### src/rtl/lifo_drain.sv
// -----------------------------------------------------------------------------
// lifo_drain
//   Downstream stage of the 16x8 LIFO. When a start pulse arrives in IDLE, the
//   block pops the LIFO until it is empty and streams the bytes out in LIFO order
//   on a valid/ready interface. The final byte is marked with m_last.
//   The LIFO returns data one cycle after each pop. A 2-entry output buffer
//   absorbs that latency, so the stream runs at one byte per cycle while m_ready
//   stays high.
//
// Ports
//   clock       in   rising-edge clock
//   resetn      in   synchronous, active-low reset
//   start       in   1-cycle drain request (honoured only in IDLE)
//   lifo_empty  in   LIFO empty flag
//   lifo_rd_en  out  LIFO pop strobe (combinational)
//   lifo_data   in   LIFO read data, valid the cycle after a pop
//   m_valid     out  output byte valid
//   m_ready     in   consumer ready
//   m_data      out  output byte
//   m_last      out  final byte of the drain (qualified by m_valid)
//   busy        out  drain in progress (DRAIN or FLUSH)
//   done        out  1-cycle pulse at the end of a drain
//   byte_count  out  bytes accepted since the last honoured start
// -----------------------------------------------------------------------------
module lifo_drain #(
    parameter  int DATA_W = 8,
    parameter  int DEPTH  = 16,
    localparam int CNT_W  = $clog2(DEPTH) + 1
) (
    input  logic              clock,
    input  logic              resetn,
    input  logic              start,
    input  logic              lifo_empty,
    output logic              lifo_rd_en,
    input  logic [DATA_W-1:0] lifo_data,
    output logic              m_valid,
    input  logic              m_ready,
    output logic [DATA_W-1:0] m_data,
    output logic              m_last,
    output logic              busy,
    output logic              done,
    output logic [CNT_W-1:0]  byte_count
);

    typedef enum logic [1:0] {
        ST_IDLE  = 2'd0,
        ST_DRAIN = 2'd1,
        ST_FLUSH = 2'd2
    } state_t;

    state_t              state_q, state_d;
    logic [1:0]          occ_q, occ_d;
    logic [DATA_W-1:0]   buf0_q, buf0_d;
    logic [DATA_W-1:0]   buf1_q, buf1_d;
    logic                last0_q, last0_d;
    logic                last1_q, last1_d;
    logic                inflight_q;
    logic                last_seen_q, last_seen_d;
    logic                done_q, done_d;
    logic [CNT_W-1:0]    byte_count_q, byte_count_d;

    logic                accept_s;
    logic                capture_s;
    logic [2:0]          pending_s;
    logic [1:0]          occ_after_acc_s;
    logic                rd_en_s;

    // Outputs come straight from registered state.
    assign m_valid    = (occ_q != 2'd0);
    assign m_data     = buf0_q;
    assign m_last     = last0_q & m_valid;
    assign busy       = (state_q != ST_IDLE);
    assign done       = done_q;
    assign byte_count = byte_count_q;
    assign lifo_rd_en = rd_en_s;

    assign accept_s  = m_valid & m_ready;
    assign capture_s = inflight_q;

    // Pop gating. Count buffered plus in-flight bytes, minus the byte leaving
    // this cycle, so that a pop never lands on a full buffer. accept_s implies
    // occ_q >= 1, so the subtraction cannot underflow.
    always_comb begin
        pending_s = {1'b0, occ_q} + {2'b00, inflight_q} - {2'b00, accept_s};
        if ((state_q == ST_DRAIN) && !lifo_empty && !last_seen_q && (pending_s < 3'd2)) begin
            rd_en_s = 1'b1;
        end else begin
            rd_en_s = 1'b0;
        end
    end

    // Output buffer update. Shift the head out on accept, then append any
    // captured byte at the new tail. Both may happen in the same cycle.
    always_comb begin
        occ_after_acc_s = occ_q - {1'b0, accept_s};
        buf0_d  = buf0_q;
        buf1_d  = buf1_q;
        last0_d = last0_q;
        last1_d = last1_q;
        if (accept_s) begin
            buf0_d  = buf1_q;
            last0_d = last1_q;
        end else begin
            buf0_d  = buf0_q;
            last0_d = last0_q;
        end
        if (capture_s) begin
            if (occ_after_acc_s == 2'd0) begin
                buf0_d  = lifo_data;
                last0_d = lifo_empty;
            end else begin
                buf1_d  = lifo_data;
                last1_d = lifo_empty;
            end
        end else begin
            buf1_d = buf1_q;
        end
        occ_d = occ_after_acc_s + {1'b0, capture_s};
    end

    // Control FSM next state, the done pulse, and the accepted-byte counter.
    always_comb begin
        state_d      = state_q;
        last_seen_d  = last_seen_q;
        done_d       = 1'b0;
        byte_count_d = byte_count_q;
        if (accept_s && (byte_count_q < CNT_W'(DEPTH))) begin
            byte_count_d = byte_count_q + {{(CNT_W-1){1'b0}}, 1'b1};
        end else begin
            byte_count_d = byte_count_q;
        end
        case (state_q)
            ST_IDLE: begin
                if (start) begin
                    byte_count_d = {CNT_W{1'b0}};
                    last_seen_d  = 1'b0;
                    if (lifo_empty) begin
                        done_d = 1'b1;
                    end else begin
                        state_d = ST_DRAIN;
                    end
                end else begin
                    state_d = ST_IDLE;
                end
            end
            ST_DRAIN: begin
                // lifo_empty seen alongside a capture marks the byte as the last one.
                if (capture_s && lifo_empty) begin
                    last_seen_d = 1'b1;
                    state_d     = ST_FLUSH;
                end else begin
                    state_d = ST_DRAIN;
                end
            end
            ST_FLUSH: begin
                if (accept_s && (occ_q == 2'd1)) begin
                    state_d = ST_IDLE;
                    done_d  = 1'b1;
                end else begin
                    state_d = ST_FLUSH;
                end
            end
            default: begin
                state_d = ST_IDLE;
            end
        endcase
    end

    // State registers. A reset discards buffered and in-flight bytes.
    always_ff @(posedge clock) begin
        if (!resetn) begin
            state_q      <= ST_IDLE;
            occ_q        <= 2'd0;
            buf0_q       <= {DATA_W{1'b0}};
            buf1_q       <= {DATA_W{1'b0}};
            last0_q      <= 1'b0;
            last1_q      <= 1'b0;
            inflight_q   <= 1'b0;
            last_seen_q  <= 1'b0;
            done_q       <= 1'b0;
            byte_count_q <= {CNT_W{1'b0}};
        end else begin
            state_q      <= state_d;
            occ_q        <= occ_d;
            buf0_q       <= buf0_d;
            buf1_q       <= buf1_d;
            last0_q      <= last0_d;
            last1_q      <= last1_d;
            inflight_q   <= rd_en_s;
            last_seen_q  <= last_seen_d;
            done_q       <= done_d;
            byte_count_q <= byte_count_d;
        end
    end

endmodule

### config.mk
export PLATFORM = sky130hd
export DESIGN_NAME = lifo_drain
export DESIGN_NICKNAME = d
export VERILOG_FILES = /design/src/rtl/lifo_drain.sv
export SDC_FILE = /design/constraint.sdc
export NUM_CORES = 1
export LEC_CHECK = 0
export ABC_AREA = 1
export CAP_MARGIN = 5
export CORE_UTILIZATION = 49
export DETAILED_ROUTE_END_ITERATION = 16
export HOLD_SLACK_MARGIN = 0.08
export MAX_ROUTING_LAYER = met4
export PLACE_DENSITY = 0.8
export SETUP_SLACK_MARGIN = 0.15
export SLEW_MARGIN = 25
export SYNTH_ARGS = -nofsm -noshare
export SYNTH_HDL_FRONTEND = slang
export SYNTH_SLANG_ARGS = --single-unit
### constraint.sdc
create_clock -name clock -period 2.6 [get_ports clock]
set_input_delay 0.52 -clock clock [delete_from_list [all_inputs] [get_ports clock]]
set_output_delay 0.52 -clock clock [all_outputs]
set_load 0.01 [all_outputs]
==> impl_results.md, run 1 <==
* Max Cap Viol at 0
* Buf/Inv on CP at 3
* Setup WS pre-CTS at -0.548 ns
* Via count at 1368
* Fillers at 214
* Initial antenna violation count at 0
* Die Y at 55.2 um
* Final period util at 0.933
* Placement Rows at 18
* Hold bufs inserted after CTS at 0
* Crit Path Category: flip-flop to output port
* TritonCTS clock tree: done
* Antenna diode count at 0
* CORE AREA at 2570 sq um
* Post-route ant nets at 0
* Vias in the first global route at 1186
* Reg-to-reg slack, setup at 1.05 ns
* H-tree depth at 2
* Mapped Avg Cell Area at 7.00 sq um
* Via-to-Cell Ratio at 5.01
* Power density over cell area at 483 nW/um^2
* Worst Clk Skew at 0.0119 ns
* Worst-case hold path end point: last_seen_q
* Mapped cell area at 1390 sq um
* Largest net degree at the start of global routing at 14
* Number of port buffers at 30
* Pins over their slew limit at 0
* Die area at 3040 sq um
* Routability Congestion at 0.787
* Clk slew on worst S/H paths at 0.10 ns
* RR Endpoint: capture_s
* Post-route setup TNS at 0 ns
* Hold Vio Cnt, Final at 0
* Setup violators final at 0
* Share of cells above drive strength 1 at 0.165
* Worst skew pair latency at 0.34 ns
* Syn. warnings at 0
* Global-route wire length before repair at 5.04 mm
* Worst EP arrival at 1.90 ns
* CTS sink count at 30
* Reg2reg path depth at 8
* CTS Buf Count at 5
* First DRT Iteration DRCs at 19
* Crit end category: output port
* Tmin final at 2.42 ns
* # IOs at 31
* VDD IR-drop max at 0.422 mV
* Relative slew margins at 0.697
* Syn_nets at 214
* Reg-to-Reg Start: occ_q[1]
* Area Overhead vs Synth at 34.6%
* Avg WL per Cell at 11.9 um
* # DRC at 0
* DP Wirelength at 2.31 mm
* Starting Density at 0.539
* Critical path's top delay family: simple AND/OR/NAND/NOR gates
* Placed instance area at 1770 sq um
* Final WS setup at 0.175 ns
* First-pass detailed-route iteration total at 4
* Worst Path Max Fanout at 3
* Slowest stage cell, crit path: fa_2
* Status: finished clean
* Root buffer cell: clkbuf_4
* Most frequent cells in the layout: 43 x nor2_1, 38 x nand2_1, 28 x dfxtp_1, 28 x clkdlybuf4s50_1, 16 x inv_1
* Worst setup SP type: flip-flop
* Largest stage delay, worst path at 0.36 ns
* Hold Path Stages at 2
* Critical path, cell by cell: inv_4, nand2_4, nand2_4, nor2_2, buf_4, fa_2, or2_4, nand3_4, nor2_2, buf_2
* Synth unique cells at 25
* RSZ-0062 raised after global routing: yes
* GRT Total Usage at 0.253
* Grt ovf at 0
* Worst Hold Class: flip-flop to flip-flop
* Crit path required time at 2.08 ns
* Register area share after synthesis at 0.434
* Final wirelength at 3.25 mm
* Worst-Margin Slew at 0.454 ns
* Fin area at 1860 sq um
* Most common cell after layout, fill and taps aside: nor2_1
* Clock Path Buffers at 2
* Nets at 259
* Die Wd at 55.2 um
* Fmax at 0.412 GHz
* Leakage at 0.000803 uW
* Synth Register Bits at 30
* Tot Pwr at 900 uW
* Hold_sp: last_seen_q
* Mapped Cells at 198
## how the worst max path moves through the flow
stage / startpoint / depth (start not counted) / end / slack [ns]
after floorplan: occ_q[1] / 10 / lifo_rd_en / 0.18
after global placement: m_ready / 9 / lifo_rd_en / -0.50
after detailed placement: m_ready / 9 / lifo_rd_en / -0.55
after CTS: occ_q[1] / 11 / lifo_rd_en / 0.15
after global routing: occ_q[1] / 11 / lifo_rd_en / 0.1
final: occ_q[1] / 10 / lifo_rd_en / 0.18
## area by class of cell
type | count | area, sq um | share of cell area
Multi-Input combinational cell | 143 | 712 | 0.382
Inverter | 21 | 81.3 | 0.0436
Clock buffer | 7 | 45.0 | 0.0242
Tap cell | 30 | 37.5 | 0.0201
Timing Repair Buffer | 42 | 385 | 0.207
Sequential cell | 30 | 603 | 0.323
## per-stage QoR
stage	hold WS, ns	utilization	cells
3_3_place_gp	0.454	0.690	264
2_1_floorplan	0.429	-	198
3_5_place_dp	0.463	0.690	264
6_report	0.482	0.726	273
5_1_grt	0.521	0.726	273
4_1_cts	0.484	0.719	273
## registers in the layout, indices dropped and copies added, names as in the netlist, 2 cells and up
register and count:
buf1_q 8, occ_q 2, byte_count 5, state_q 2, m_data 8
## timing repair
action | in CTS | in global routing
gates resized for setup | 14 | 5
buffers inserted | 2 | 0
pin swaps | 4 | 3
setup endpoints to repair | 1 | 1
## layer usage
layer / routed length (um) / vias up / GRT usage
li1: - / 716 / -
met1: 1520 / 616 / 0.287
met2: 1540 / 29 / 0.406
met3: 121 / 7 / 0.0820
met4: 70 / 0 / 0.113
met5: 0 / - / -
## worst min-delay path: cells and delay by family (launching register included)
| kind | cells | cell delay [ns] |
|---|---|---|
| compound gates | 1 | 0.06 |
| flops | 1 | 0.34 |
| simple gates | 1 | 0.06 |
## cell families after synthesis
kind of cell / after synthesis / synth area share
buf+inv: 25 / 0.0768
fa+ha+maj: 3 / 0.0325
xor+xnor: 2 / 0.0126
simple gates: 107 / 0.328
compound gates: 31 / 0.117
flops: 30 / 0.434
## Yosys cell counts
cell type | n | area, sq um
nand2_2 | 3 | 18.8
dfxtp_1 | 30 | 601
xor2_1 | 2 | 17.5
nand3_1 | 11 | 55.1
inv_1 | 16 | 60.1
nand2_4 | 1 | 11.3
o21a_1 | 1 | 7.51
buf_4 | 1 | 7.51
ha_1 | 2 | 25.0
fa_1 | 1 | 20.0
nor2_2 | 1 | 6.26
nand3_2 | 2 | 20.0
nor2_1 | 45 | 169
nand4_1 | 1 | 6.26
or2_2 | 1 | 6.26
buf_6 | 1 | 11.3
a21oi_1 | 6 | 30.0
a21oi_2 | 1 | 8.76
nor3_1 | 3 | 15.0
o21ai_0 | 16 | 80.1
inv_2 | 5 | 18.8
buf_2 | 1 | 5.00
buf_1 | 1 | 3.75
nand2_1 | 39 | 146
o21ai_1 | 7 | 35.0
## power breakdown
part / total (uW) / internal [uW] / leakage, uW / switching, uW
logic: 160 / 76.7 / 0.000534 / 82.9
clock network: 260 / 102 / 0.0000254 / 158
registers: 480 / 472 / 0.000244 / 8.08
total: 900 / 651 / 0.000803 / 249
Power figures use the tool's default switching activity.
==> inputs of run 2 (changes only) <==
--- a/config.mk
+++ b/config.mk
@@ -11,7 +11,7 @@
 export DETAILED_ROUTE_END_ITERATION = 16
 export HOLD_SLACK_MARGIN = 0.08
 export MAX_ROUTING_LAYER = met4
-export PLACE_DENSITY = 0.8
+export PLACE_DENSITY = 0.78
 export SETUP_SLACK_MARGIN = 0.15
 export SLEW_MARGIN = 25
 export SYNTH_ARGS = -nofsm -noshare
==> impl_results.md, run 2 (synthesis gave the netlist of run 1 again) <==
* Area Overhead vs Synth at 35.3% (was 34.6%)
* Worst-Margin Slew at 0.271 ns (was 0.454 ns)
* Cell internal pwr at 671 uW (was 651 uW)
* Critical path, cell by cell: inv_4, nand2_4, nand2_4, inv_2, nor2_2, o21ai_2, fa_2, or2_4, nand3_2, nor2_1, buf_2 (was inv_4, nand2_4, nand2_4, nor2_2, buf_4, fa_2, or2_4, nand3_4, nor2_2, buf_2)
* DP Wirelength at 2.29 mm (was 2.31 mm)
* Tmin final at 2.42 ns (about the same)
* Vias in the first global route at 1262 (was 1186)
* Grt ovf at 0 (unchanged)
* Fillers at 215 (was 214)
* Max Cap Viol at 0 (unchanged)
* Hold_sp: last_seen_q (unchanged)
* Global-route wire length before repair at 5.33 mm (was 5.04 mm)
* VDD IR-drop max at 0.530 mV (was 0.422 mV)
* # DRC at 0 (unchanged)
* Avg WL per Cell at 12.1 um (was 11.9 um)
* Worst setup SP type: flip-flop (unchanged)
* Worst Setup SP: occ_q[1] (unchanged)
* Final wirelength at 3.31 mm (was 3.25 mm)
* Placement Rows at 18 (unchanged)
* Initial antenna violation count at 0 (unchanged)
* Share of cells above drive strength 1 at 0.169 (was 0.165)
* RR Endpoint: capture_s (unchanged)
* Reg-to-reg slack, setup at 0.90 ns (was 1.05 ns)
* H-tree depth at 2 (unchanged)
* Crit end category: output port (unchanged)
* Most used cell, CP: nand2_4
* Hold_ws at 0.470 ns (was 0.482 ns)
* CORE AREA at 2570 sq um (unchanged)
* First-pass detailed-route iteration total at 4 (unchanged)
* Crit path required time at 2.08 ns (about the same)
* Final period util at 0.932 (was 0.933)
* First DRT Iteration DRCs at 30 (was 19)
* GRT Total Usage at 0.266 (was 0.253)
* Sequential Power Share at 0.524 (was 0.534)
* Power density over cell area at 490 nW/um^2 (was 483 nW/um^2)
* Worst Path Max Fanout at 3 (unchanged)
* Tot Pwr at 919 uW (was 900 uW)
* Via count at 1405 (was 1368)
* Worst skew pair latency at 0.33 ns (was 0.34 ns)
* Critical path's top delay family: simple AND/OR/NAND/NOR gates (unchanged)
* Setup violators final at 0 (unchanged)
* Number of port buffers at 30 (unchanged)
* Combinational fraction of design power at 0.174 (was 0.177)
* Most common cell after layout, fill and taps aside: nor2_1 (unchanged)
* Die Y at 55.2 um (unchanged)
* Buf/Inv on CP at 3 (unchanged)
* Hold bufs inserted after CTS at 0 (unchanged)
* Crit path to: lifo_rd_en (unchanged)
* Clock Path Buffers at 2 (unchanged)
* Slowest stage cell, crit path: dfxtp_2 (was fa_2)
* # IOs at 31 (unchanged)
* Most frequent cells in the layout: 44 x nor2_1, 39 x nand2_1, 28 x clkdlybuf4s50_1 (was 43 x nor2_1, 38 x nand2_1, 28 x dfxtp_1, 28 x clkdlybuf4s50_1, 16 x inv_1)
* Instance count on the critical path at 11 (was 10)
* Die Wd at 55.2 um (unchanged)
* Reg-to-Reg Start: occ_q[1] (unchanged)
* Largest stage delay, worst path at 0.35 ns (was 0.36 ns)
* Starting Density at 0.539 (unchanged)
* Worst EP arrival at 1.90 ns (about the same)
* Relative slew margins at 0.818 (was 0.697)
* Hold Vio Cnt, Final at 0 (unchanged)
* Antenna diode count at 0 (unchanged)
* Die area at 3040 sq um (unchanged)
* Status: finished clean (unchanged)
* Post-route ant nets at 0 (unchanged)
* Root buffer cell: clkbuf_4 (unchanged)
* Fmax at 0.413 GHz (was 0.412 GHz)
* Leakage at 0.000814 uW (was 0.000803 uW)
* Crit Path Category: flip-flop to output port (unchanged)
* CTS sink count at 30 (unchanged)
* Switch Pwr at 247 uW (was 249 uW)
* TritonCTS clock tree: done (unchanged)
* Clk pwr share at 0.302 (was 0.289)
* Routability Congestion at 0.862 (was 0.787)
* Largest net degree at the start of global routing at 21 (was 14)
* Clk slew on worst S/H paths at 0.09 ns (was 0.10 ns)
* Worst Clk Skew at 0.00641 ns (was 0.0119 ns)
* RSZ-0062 raised after global routing: yes (unchanged)
* Sw Ratio at 0.269 (was 0.277)
* Worst Hold Class: flip-flop to flip-flop (unchanged)
* Pins over their slew limit at 0 (unchanged)
* Nets at 260 (was 259)
* CTS Buf Count at 5 (unchanged)
* Reg2reg path depth at 10 (was 8)
* Via-to-Cell Ratio at 5.15 (was 5.01)
-- run 2: tightest hold or removal path, delay by kind of cell, from the launching register on --
family	cells	cell delay, ns
flip-flops	1	0.34
AO/OA/AOI/OAI	1	0.05
AND/OR/NAND/NOR	1	0.05
-- run 2: per-layer routing --
| metal | share of wire | up-vias | global-route usage |
|---|---|---|---|
| met5 | 0 | - | - |
| met3 | 0.071 | 5 | 0.0984 |
| met2 | 0.50 | 42 | 0.438 |
| met4 | 0.011 | 0 | 0.0875 |
| met1 | 0.42 | 638 | 0.298 |
| li1 | - | 720 | - |
-- run 2: power by group through the flow --
stage / Clock, uW / Combinational, uW / Sequential, uW
after global placement: 0 / 146 / 490
after detailed placement: 0 / 150 / 491
after global routing: 302 / 175 / 483
after floorplan: 0 / 70.8 / 495
final: 277 / 160 / 482
after CTS: 278 / 157 / 481
-- run 2: worst min-delay path by stage --
stage,endpoint,cells after the start
after floorplan,last_seen_q,2
final,last_seen_q,2
after CTS,last_seen_q,2
after detailed placement,last_seen_q,2
after global routing,buf1_q[3],2
after global placement,last_seen_q,2
-- run 2: final cells by class --
type,instances,area [sq um],area share
Clock buffer,6,51.3,0.0274
Inverter,21,83.8,0.0447
Multi-Input combinational cell,143,704,0.376
Timing Repair Buffer,43,393,0.210
Sequential cell,30,604,0.322
Tap cell,30,37.5,0.0200
-- run 2: through the flow --
| stage | TNS (ns) | cells | utilization | setup slack, ns | area, sq um |
|---|---|---|---|---|---|
| 2_1_floorplan | 0 | 198 | - | 0.181 | 1390 |
| 3_3_place_gp | -0.507 | 265 | 0.692 | -0.507 | 1780 |
| 3_5_place_dp | -0.553 | 265 | 0.692 | -0.553 | 1780 |
| 4_1_cts | 0 | 273 | 0.727 | 0.155 | 1870 |
| 5_1_grt | 0 | 273 | 0.730 | 0.0592 | 1870 |
| 6_report | 0 | 273 | 0.730 | 0.176 | 1870 |
-- run 2: timing repair --
item	CTS	global route
endpoints found under the setup margin	1	1
pin swaps	5	4
resized for setup	16	3
buffers inserted	2	0
